<file path="src/rtl/subtrator_serial.sv">
// -----------------------------------------------------------------------------
// subtrator_serial
//   Bit-serial subtractor: computes diferenca = a - b over WIDTH clock cycles,
//   one bit per cycle, LSB first. It uses a single full-subtractor cell, which
//   is the subtracting counterpart of the 3-input full-adder cell.
//
//   Ports
//     clk        : system clock, rising edge active
//     rst_n      : asynchronous active-low reset
//     start      : request, accepted only while not busy (IDLE or DONE)
//     a, b       : minuend / subtrahend, captured on the accepting edge only
//     busy       : high while operand bits are being processed
//     done       : one-cycle pulse, result outputs valid
//     diferenca  : a - b mod 2^WIDTH, held until the next completion
//     borrow_out : final borrow, 1 iff unsigned a < b
//     overflow   : two's complement overflow of a - b
// -----------------------------------------------------------------------------
module subtrator_serial #(
    parameter int WIDTH = 8
) (
    input  logic             clk,
    input  logic             rst_n,
    input  logic             start,
    input  logic [WIDTH-1:0] a,
    input  logic [WIDTH-1:0] b,
    output logic             busy,
    output logic             done,
    output logic [WIDTH-1:0] diferenca,
    output logic             borrow_out,
    output logic             overflow
);

    localparam int CW = (WIDTH > 1) ? $clog2(WIDTH) : 1;

    typedef enum logic [1:0] {
        ST_IDLE  = 2'd0,
        ST_SHIFT = 2'd1,
        ST_DONE  = 2'd2
    } state_t;

    // Full-subtractor cell: returns {borrow_next, difference_bit}.
    function automatic logic [1:0] full_sub(input logic x, input logic y, input logic bw);
        logic d;
        logic bn;
        d  = x ^ y ^ bw;
        bn = (~x & y) | (~(x ^ y) & bw);
        return {bn, d};
    endfunction

    state_t           state_r;
    logic [WIDTH-1:0] reg_a_r;
    logic [WIDTH-1:0] reg_b_r;
    logic [WIDTH-1:0] res_r;
    logic [CW-1:0]    cnt_r;
    logic             bw_r;
    logic             busy_r;
    logic             done_r;
    logic [WIDTH-1:0] diferenca_r;
    logic             borrow_out_r;
    logic             overflow_r;

    logic             x_s;
    logic             y_s;
    logic [1:0]       cell_s;
    logic             d_s;
    logic             bw_next_s;
    logic [WIDTH-1:0] res_next_s;
    logic             last_s;

    assign x_s        = reg_a_r[0];
    assign y_s        = reg_b_r[0];
    assign cell_s     = full_sub(x_s, y_s, bw_r);
    assign d_s        = cell_s[0];
    assign bw_next_s  = cell_s[1];
    // New difference bit enters at the MSB so that after WIDTH shifts the
    // first (LSB) bit has reached position 0.
    assign res_next_s = {d_s, res_r[WIDTH-1:1]};
    assign last_s     = (cnt_r == CW'(WIDTH - 1));

    // Control FSM, datapath shift registers and registered result outputs.
    always_ff @(posedge clk or negedge rst_n) begin
        if (!rst_n) begin
            state_r      <= ST_IDLE;
            reg_a_r      <= {WIDTH{1'b0}};
            reg_b_r      <= {WIDTH{1'b0}};
            res_r        <= {WIDTH{1'b0}};
            cnt_r        <= {CW{1'b0}};
            bw_r         <= 1'b0;
            busy_r       <= 1'b0;
            done_r       <= 1'b0;
            diferenca_r  <= {WIDTH{1'b0}};
            borrow_out_r <= 1'b0;
            overflow_r   <= 1'b0;
        end else begin
            case (state_r)
                ST_IDLE: begin
                    done_r <= 1'b0;
                    if (start) begin
                        reg_a_r <= a;
                        reg_b_r <= b;
                        res_r   <= {WIDTH{1'b0}};
                        cnt_r   <= {CW{1'b0}};
                        bw_r    <= 1'b0;
                        busy_r  <= 1'b1;
                        state_r <= ST_SHIFT;
                    end else begin
                        busy_r  <= 1'b0;
                        state_r <= ST_IDLE;
                    end
                end
                ST_SHIFT: begin
                    reg_a_r <= reg_a_r >> 1;
                    reg_b_r <= reg_b_r >> 1;
                    res_r   <= res_next_s;
                    bw_r    <= bw_next_s;
                    cnt_r   <= cnt_r + CW'(1);
                    if (last_s) begin
                        // x, y and d here belong to the MSB, which is what
                        // the signed overflow rule needs.
                        diferenca_r  <= res_next_s;
                        borrow_out_r <= bw_next_s;
                        overflow_r   <= (x_s != y_s) && (d_s != x_s);
                        busy_r       <= 1'b0;
                        done_r       <= 1'b1;
                        state_r      <= ST_DONE;
                    end else begin
                        busy_r  <= 1'b1;
                        done_r  <= 1'b0;
                        state_r <= ST_SHIFT;
                    end
                end
                ST_DONE: begin
                    done_r <= 1'b0;
                    if (start) begin
                        // Back-to-back request: no IDLE cycle in between.
                        reg_a_r <= a;
                        reg_b_r <= b;
                        res_r   <= {WIDTH{1'b0}};
                        cnt_r   <= {CW{1'b0}};
                        bw_r    <= 1'b0;
                        busy_r  <= 1'b1;
                        state_r <= ST_SHIFT;
                    end else begin
                        busy_r  <= 1'b0;
                        state_r <= ST_IDLE;
                    end
                end
                default: begin
                    busy_r  <= 1'b0;
                    done_r  <= 1'b0;
                    state_r <= ST_IDLE;
                end
            endcase
        end
    end

    assign busy       = busy_r;
    assign done       = done_r;
    assign diferenca  = diferenca_r;
    assign borrow_out = borrow_out_r;
    assign overflow   = overflow_r;

endmodule

</file>
<file path="config.mk">
export PLATFORM = sky130hd
export DESIGN_NAME = subtrator_serial
export DESIGN_NICKNAME = d
export VERILOG_FILES = /design/src/rtl/subtrator_serial.sv
export SDC_FILE = /design/constraint.sdc
export NUM_CORES = 1
export LEC_CHECK = 0
export CAP_MARGIN = 20
export CORE_ASPECT_RATIO = 0.9
export CORE_MARGIN = 4
export CORE_UTILIZATION = 46
export CTS_CLUSTER_DIAMETER = 150
export DETAILED_ROUTE_END_ITERATION = 16
export PLACE_DENSITY_LB_ADDON = 0.2
export SETUP_SLACK_MARGIN = 0.05
export SYNTH_ARGS = -nofsm -noshare
export SYNTH_HDL_FRONTEND = slang
export SYNTH_SLANG_ARGS = --single-unit
export TNS_END_PERCENT = 100
</file>
<file path="constraint.sdc">
create_clock -name clk -period 1.6 [get_ports clk]
set_input_delay 0.32 -clock clk [delete_from_list [all_inputs] [get_ports clk]]
set_output_delay 0.32 -clock clk [all_outputs]
set_load 0.03 [all_outputs]
</file>
---- Yosys cells after proc, flatten, opt, wreduce, memory -nomap -nowiden ----
Index checks and enable logic that the tools add are counted.
word-level totals
  flip-flop bits (word level) ............. 42
  bits of input ports ..................... 19
  output and inout port bits .............. 12
  logic and storage cells ................. 49
cells by class
  add/subtract/negate cells ............... 1
  equal/unequal tests ..................... 6
  multiplexer cells ....................... 18
  bitwise logic cells ..................... 7
  reduce and logical (&&, ||, !) cells .... 6
operators by type and width
  kind                                                                   number
  8-bit case mux with 2 select lines                                     3
  8-bit 2-to-1 mux                                                       3
  1-bit 2-to-1 mux                                                       6
  3-bit case mux with 2 select lines                                     1
  1-bit case mux with 2 select lines                                     2
  2-bit case mux with 2 select lines                                     1
  2-bit AND reduction                                                    2
  3-bit by 1-bit adder with 3-bit output, second input constant          1
  3-bit equality test, second input constant                             1
  3-bit 2-to-1 mux                                                       1
  1-bit bitwise AND                                                      2
  2-bit by 1-bit equality test with 1-bit output, second input constant  1
  2-bit equality test, second input constant                             1
  2-bit logical NOT                                                      1
  2-bit 2-to-1 mux                                                       1
  1-bit != test                                                          2
  2-bit by 1-bit != test with 1-bit output, second input constant        1
  1-bit NOT                                                              2
  2-bit nonzero test                                                     1
  2-bit OR reduction                                                     1
  1-bit bitwise XOR                                                      2
  1-bit logical AND                                                      1
  1-bit OR                                                               1

---- Longest topological paths before layout ----
Gate-level depths: netlist of the first run.
  word-level depth ........................ 5
  mapped depth ............................ 6
  depth with buffers taken out ............ 5

---- Least setup slack after synthesis of the first run ----
Ideal clock, no wire load.
  path type ............................... register to register
  start ................................... register cnt_r[0]
  end ..................................... register diferenca_r[4] (netlist: diferenca[4])
  library setup time ...................... 0.125 ns
  arrival time ............................ 1.463 ns
  required time ........................... 1.475 ns
  slack ................................... 0.012 ns
  stages on the path, launching flop included .. 6
  path buffers ............................ 1
  clock period less this slack ............ 1.588 ns
  path through ............................ dfrtp_1 ha_1 ha_1 nand3b_1 buf_2 mux2_2
between the ends
  cells in the longest elaborated chain, start to end .. 2
RTL lines
  element                               RTL line  source
  from (decl)                           54        logic [CW-1:0] cnt_r;
  from (signal assigned)                87        cnt_r <= {CW{1'b0}};
  from (signal assigned)                102       cnt_r <= {CW{1'b0}};
  from (signal assigned)                116       cnt_r <= cnt_r + CW'(1);
  3-bit equality test                   78        assign last_s = (cnt_r == CW'(WIDTH - 1));
  2-bit AND reduction (no source line)  n/a
  to (signal assigned)                  91        diferenca_r <= {WIDTH{1'b0}};
  to (signal assigned)                  120       diferenca_r <= res_next_s;
  to (decl)                             58        logic [WIDTH-1:0] diferenca_r;
Every way passes these cells.
A chain may end at the register's enable or synchronous reset.

---- Final worst setup path of the first run ----
Same ends and word-level chain as after synthesis.

==> results.py, run 1 <==
metrics = {
    "status": {
        "status": "complete, no violations",
    },
    "synthesis": {
        "synth_top_area_share_pct": 58.4,
        "synth_cells": 139,
        "synth_cell_types": 23,
        "synth.avg_cell_area_um2": 12.3,
        "netlist_area_um2": 1710,
        "synth_nets": 162,
        "synth_area_leaders": "dfrtp_1, mux2i_1, mux2_2",
        "synth_top_area_cell": "dfrtp_1",
        "ys_seq_elements": 40,
        "seq_area_frac_synth_pct": 58.4,
        "ys_warn_count": 0,
    },
    "worst_setup_path": {
        "cpPeakStageDelay_ps": 400,
        "arrival_ps": 1650,
        "slowest_stage": "dfrtp_1",
        "worstPathMaxFanout": 11,
        "crit_buf_inv": 1,
        "path_cells": "ha_2, ha_2, nand3b_1, buf_12, mux2_2",
        "regToRegSetupSlack_ps": 120,
        "critPathMostFrequentCell": "ha_2",
        "criticalPathCategory": "flop to flop",
        "critPathCaptureType": "flop",
        "cpLargestDelayFamily": "flip-flops",
        "start_kind": "flop",
        "cp.required_ps": 1770,
    },
    "pwr": {
        "p_switching_mw": 1.67,
        "power.density_nw_per_um2": 2050,
        "ir_drop_mv": 1.14,
        "clock_power_share_pct": 17.6,
        "leakage_nw": 1.08,
        "intPower_mw": 2.86,
        "pwr-share-seq_pct": 38.0,
        "pwr-share-comb_pct": 44.5,
        "p_sw_share_pct": 36.9,
    },
    "sta": {
        "tightest_slew_ps": 496,
        "fin_crit_sh_pct": 92.3,
        "max_freq_ghz": 0.677,
        "hold_violations": 0,
        "fin_crit_ps": 1480,
        "rsz0062_at_grt": "no",
        "maxSlewHeadroom_pct": 66.9,
        "finalSetupViolCount": 0,
        "tns_ps": 0,
        "drv_slew": 0,
        "hold_ws_ps": 76.0,
        "skew_ps": 3.97,
    },
    "min_path": {
        "hp-class": "input pin to asynchronous set/reset pin",
    },
    "global_route": {
        "antenna_found_initial": 0,
        "grt_max_degree": 41,
        "grt_usage_pct": 14.8,
        "grt_pass1_vias": 1194,
        "grt_pass1_wl_mm": 5.42,
        "overflow": 0,
    },
    "clock_tree": {
        "root_buffer": "clkbuf_8",
        "clockBufferDepth": 2,
        "clk_latency_ps": 290,
        "cts_max_level": 2,
        "cts_tree": "built",
        "path_clk_slew_ps": 70,
        "numCtsBuffers": 5,
        "cts_sinks": 40,
    },
    "floorplanning": {
        "num_rows": 20,
        "dieWidth_um": 72.3,
        "die_h_um": 65.9,
        "num_io_pins": 31,
        "start_util_pct": 49.3,
        "core_area_um2": 3480,
        "die_area_um2": 4770,
    },
    "routing": {
        "dr.first_iter.drc_count": 45,
        "drc": 0,
        "ant_nets": 0,
        "wire_per_inst_um": 14.1,
        "wl_mm": 3.11,
        "vias_per_cell": 5.28,
        "dr.pass1.iters": 4,
        "dr_total_vias": 1167,
    },
    "placement": {
        "gp_congestion": 0.705,
        "portBuffers": 30,
        "hpwl_mm": 2.11,
    },
    "layout": {
        "fill_cells": 277,
        "layout_commonest_cell": "dfrtp_1",
        "final_cell_mix": "dfrtp_1, nand3_1, clkdlybuf4s50_1",
        "drive_gt1_share_pct": 18.1,
        "synthToLayoutAreaGrowth_pct": 29.1,
        "diodes": 0,
        "fin_nets": 199,
    },
    "flow_run": {
        "cap_violations": 0,
    },
}
## synthesized netlist by cell type
| master | number |
|---|---|
| fa_1 | 1 |
| nor2b_1 | 1 |
| clkbuf_1 | 2 |
| o21ai_1 | 15 |
| nand2b_1 | 2 |
| ha_1 | 3 |
| buf_2 | 5 |
| buf_6 | 1 |
| dfrtp_1 | 40 |
| mux2_2 | 8 |
| o21ai_0 | 4 |
| buf_1 | 1 |
| o31ai_1 | 1 |
| mux2i_1 | 16 |
| xnor2_1 | 1 |
| nand3b_1 | 1 |
| and2_1 | 1 |
| o2bb2ai_1 | 1 |
| nand3_1 | 17 |
| inv_1 | 5 |
| buf_4 | 2 |
| a22o_1 | 9 |
| nand2_1 | 2 |
## flip-flops by register name, summed over array words and instances (netlist names)
register	cells
reg_a_r	8
bw_r	1
overflow	1
diferenca	8
cnt_r	3
done	1
borrow_out	1
state_r	2
res_r	7
reg_b_r	8
## timing repair
| item | in CTS | in global routing |
|---|---|---|
| hold buffers | 0 | 0 |
| setup buffers | 1 | 0 |
| gates resized for setup | 11 | 4 |
| pin swaps | 0 | 0 |
| setup endpoints to repair | 15 | 16 |
## worst reg2reg max path: stages, from the launching register on
cell	delay, ps
dfrtp_1	400
ha_2	190
ha_2	170
nand3b_1	130
buf_12	150
mux2_2	330
## path summary, 6_finish.rpt
| check | startpoint | endpoint | depth (start not counted) |
|---|---|---|---|
| worst max-delay path | cnt_r[0] | diferenca[4] | 5 |
| worst min-delay path | rst_n | reg_b_r[4] | 2 |
| worst max register to register | cnt_r[0] | diferenca[4] | 5 |
| worst min register to register | borrow_out | borrow_out | 2 |
| max in group asynchronous | rst_n | diferenca[2] | 2 |
| min in group clk | borrow_out | borrow_out | 2 |
## layer usage
layer  vias up  wire length [um]  GRT usage [%]
li1        571                 -              -
met1       564              1450           19.0
met2        27              1480           23.3
met3         5               138           4.41
met4         0                50           5.63
met5         -                 0              0
## power groups by stage
stage / sequential, mW / combinational (mW) / clock [mW]
floorplan: 1.96 / 1.18 / 0
global placement: 1.73 / 2.01 / 0
detailed placement: 1.75 / 2.09 / 0
CTS: 1.73 / 2.02 / 0.823
global route: 1.79 / 2.21 / 0.868
finish: 1.72 / 2.02 / 0.797
## cell type report
type                    count  area, um^2  area share [%]
repair buffers             41         387            17.5
well taps                  44        55.1            2.49
clock buffers               6        72.6            3.28
inverters                   5        18.8           0.848
flip-flops and latches     40        1000            45.2
multi-input cells          83         644            29.1
clock inverters             2        35.0            1.58
## kinds of logic after synthesis
family | Yosys count | synth area share (%)
adder cells (fa/ha/maj) | 4 | 3.36
XOR/XNOR | 1 | 0.511
multiplexers | 24 | 14.6
AO/OA/AOI/OAI | 30 | 11.1
flip-flops | 40 | 58.4
AND/OR/NAND/NOR | 24 | 7.30
buffers and inverters | 16 | 4.74
## metrics by stage
step	setup slack (ps)	utilization (%)	std cells	cell area (um^2)	power, mW
4_1_cts	57.7	63.3	221	2200	4.57
3_3_place_gp	92.9	60.4	212	2100	3.75
6_report	123	63.6	221	2210	4.54
3_5_place_dp	69.4	60.4	212	2100	3.84
5_1_grt	54.8	63.6	221	2210	4.87
2_1_floorplan	52.0	-	139	1720	3.14
No activity file was read; power rests on OpenSTA's default activity.
==> run 2, diff against run 1 <==
--- a/config.mk
+++ b/config.mk
@@ -6,12 +6,11 @@
 export NUM_CORES = 1
 export LEC_CHECK = 0
 export CAP_MARGIN = 20
-export CORE_ASPECT_RATIO = 0.9
 export CORE_MARGIN = 4
 export CORE_UTILIZATION = 46
 export CTS_CLUSTER_DIAMETER = 150
 export DETAILED_ROUTE_END_ITERATION = 16
-export PLACE_DENSITY_LB_ADDON = 0.2
+export PLACE_DENSITY_LB_ADDON = 0.3
 export SETUP_SLACK_MARGIN = 0.05
 export SYNTH_ARGS = -nofsm -noshare
 export SYNTH_HDL_FRONTEND = slang
==> run 2 against run 1 <==
Compared with the run above: via count is 2.9% higher; flip-flop and latch count stayed put; sequential power hardly changed; critical path type unchanged; clock power is 19% higher; largest cell class unchanged; maximum frequency hardly changed; power is 3.0% higher; global-route usage is 0.14 points higher.
==> results.py, run 2 (synthesis gave the netlist of run 1 again) <==
metrics = {
    "status": {
        "status": "complete, no violations",
    },
    "layout": {
        "diodes": 0,
        "drive_gt1_share_pct": 17.3,
        "final_cell_mix": "dfrtp_1, nand3_1, clkdlybuf4s50_1",
        "fin_nets": 202,
        "layout_commonest_cell": "dfrtp_1",
        "synthToLayoutAreaGrowth_pct": 31.1,
        "fill_cells": 290,
    },
    "sta": {
        "fin_crit_sh_pct": 92.2,
        "hold_ws_ps": 475,
        "tns_ps": 0,
        "rsz0062_at_grt": "no",
        "fin_crit_ps": 1480,
        "drv_slew": 0,
        "max_freq_ghz": 0.678,
        "finalSetupViolCount": 0,
        "fin_ws_ps": 124,
        "skew_ps": 8.63,
        "maxSlewHeadroom_pct": 67.7,
        "hold_violations": 0,
        "tightest_slew_ps": 485,
    },
    "flow_run": {
        "cap_violations": 0,
    },
    "pwr": {
        "pwr-share-comb_pct": 42.3,
        "power.density_nw_per_um2": 2080,
        "intPower_mw": 3.00,
        "pwr-share-seq_pct": 37.3,
        "ir_drop_mv": 1.00,
        "p_switching_mw": 1.67,
        "p_sw_share_pct": 35.8,
        "clock_power_share_pct": 20.4,
        "leakage_nw": 1.10,
    },
    "worst_setup_path": {
        "critPathMostFrequentCell": "ha_1",
        "critPathCaptureType": "flop",
        "path_cells": "ha_1, ha_1, nand3b_1, buf_6, mux2_2",
        "worstPathMaxFanout": 6,
        "criticalPathCategory": "flop to flop",
        "regToRegSetupSlack_ps": 120,
        "slowest_stage": "dfrtp_1",
        "cp-endpoint": "diferenca[4]",
        "reg2reg_to": "diferenca[4]",
        "reg2regPathDepth": 5,
        "start_kind": "flop",
        "arrival_ps": 1660,
        "cpPeakStageDelay_ps": 390,
        "crit_start": "cnt_r[0]",
        "cp.required_ps": 1780,
        "rr_startpoint": "cnt_r[0]",
    },
    "placement": {
        "portBuffers": 30,
        "pre_cts_ws_ps": 27.0,
        "gp_congestion": 0.754,
        "hpwl_mm": 2.30,
    },
    "floorplanning": {
        "core_area_um2": 3470,
        "die_h_um": 69.0,
        "dieWidth_um": 69.0,
        "num_rows": 21,
        "start_util_pct": 49.4,
        "die_area_um2": 4770,
        "num_io_pins": 31,
    },
    "min_path": {
        "hp-class": "flop to flop",
    },
    "global_route": {
        "antenna_found_initial": 0,
        "grt_pass1_vias": 1193,
        "grt_max_degree": 25,
        "grt_usage_pct": 14.9,
        "grt_pass1_wl_mm": 5.69,
        "overflow": 0,
    },
    "routing": {
        "vias_per_cell": 5.34,
        "ant_nets": 0,
        "wl_mm": 3.35,
        "dr.pass1.iters": 4,
        "wire_per_inst_um": 14.9,
        "dr.first_iter.drc_count": 37,
        "dr_total_vias": 1201,
        "drc": 0,
    },
    "clock_tree": {
        "clk_latency_ps": 290,
        "path_clk_slew_ps": 80,
        "root_buffer": "clkbuf_8",
        "cts_tree": "built",
        "cts_max_level": 2,
        "clockBufferDepth": 2,
        "cts_sinks": 40,
        "numCtsBuffers": 5,
    },
}
==> run 2: cell count changes in the layout (fill, tap and decap cells not counted), sizes merged <==
cell / delta
buf: +2
bufinv: +1
clkbuf: -1
clkinv: -1
dlygate4sd3: +1
==> run 2: what timing repair did <==
action                                 4_1_cts  5_1_grt
buffers inserted                             0        2
hold buffers                                 1        0
setup endpoints to repair                   20        7
endpoints found under the hold margin       20        0
gates resized for setup                     12        2
==> run 2: worst min-delay path by stage <==
stage,startpoint,endpoint,slack [ps],cells after the start
after floorplan,rst_n,borrow_out,20,0
after global placement,rst_n,reg_a_r[2],300,1
after detailed placement,rst_n,reg_a_r[1],310,1
after CTS,overflow,overflow,480,2
after global routing,bw_r,bw_r,520,1
final,overflow,overflow,470,2
==> run 2: power by group through the flow <==
| stage | Combinational, mW | Sequential [mW] | Clock [mW] |
|---|---|---|---|
| after floorplan | 1.18 | 1.96 | 0 |
| after global placement | 1.98 | 1.74 | 0 |
| after detailed placement | 2.04 | 1.76 | 0 |
| after CTS | 1.97 | 1.74 | 0.972 |
| after global routing | 2.18 | 1.80 | 1.01 |
| final | 1.98 | 1.74 | 0.952 |
==> run 2: layer usage <==
layer | global-route usage [%] | up-vias | wire [um]
met5 | 0 | - | 0
met4 | 5.86 | 0 | 56
met3 | 5.09 | 5 | 190
met2 | 23.2 | 34 | 1600
met1 | 19.0 | 589 | 1500
li1 | - | 573 | -
==> run 2: layout make-up <==
class | count | area (um^2) | area share, %
Multi-Input combinational cell | 83 | 634 | 28.2
Clock buffer | 5 | 68.8 | 3.06
Tap cell | 46 | 57.6 | 2.56
Timing Repair Buffer | 44 | 407 | 18.1
Sequential cell | 40 | 1000 | 44.5
Inverter | 5 | 18.8 | 0.835
Clock inverter | 2 | 60.1 | 2.67
==> run 2: worst max-delay path: cells and delay by family (launching register included) <==
kind | cells | cell delay [ps]
adder cells (fa/ha/maj) | 2 | 380
flip-flops | 1 | 390
AND/OR/NAND/NOR | 1 | 130
multiplexers | 1 | 330
buffers and inverters | 1 | 140
==> run 2: metrics by stage <==
step                      cells  instance area [um^2]  power (mW)  utilization (%)
after CTS                   223                  2220        4.68             64.1
after floorplan             139                  1720        3.14                -
after detailed placement    215                  2100        3.80             60.5
after global placement      215                  2100        3.72             60.5
after global routing        225                  2250        4.99             64.8
final                       225                  2250        4.67             64.8
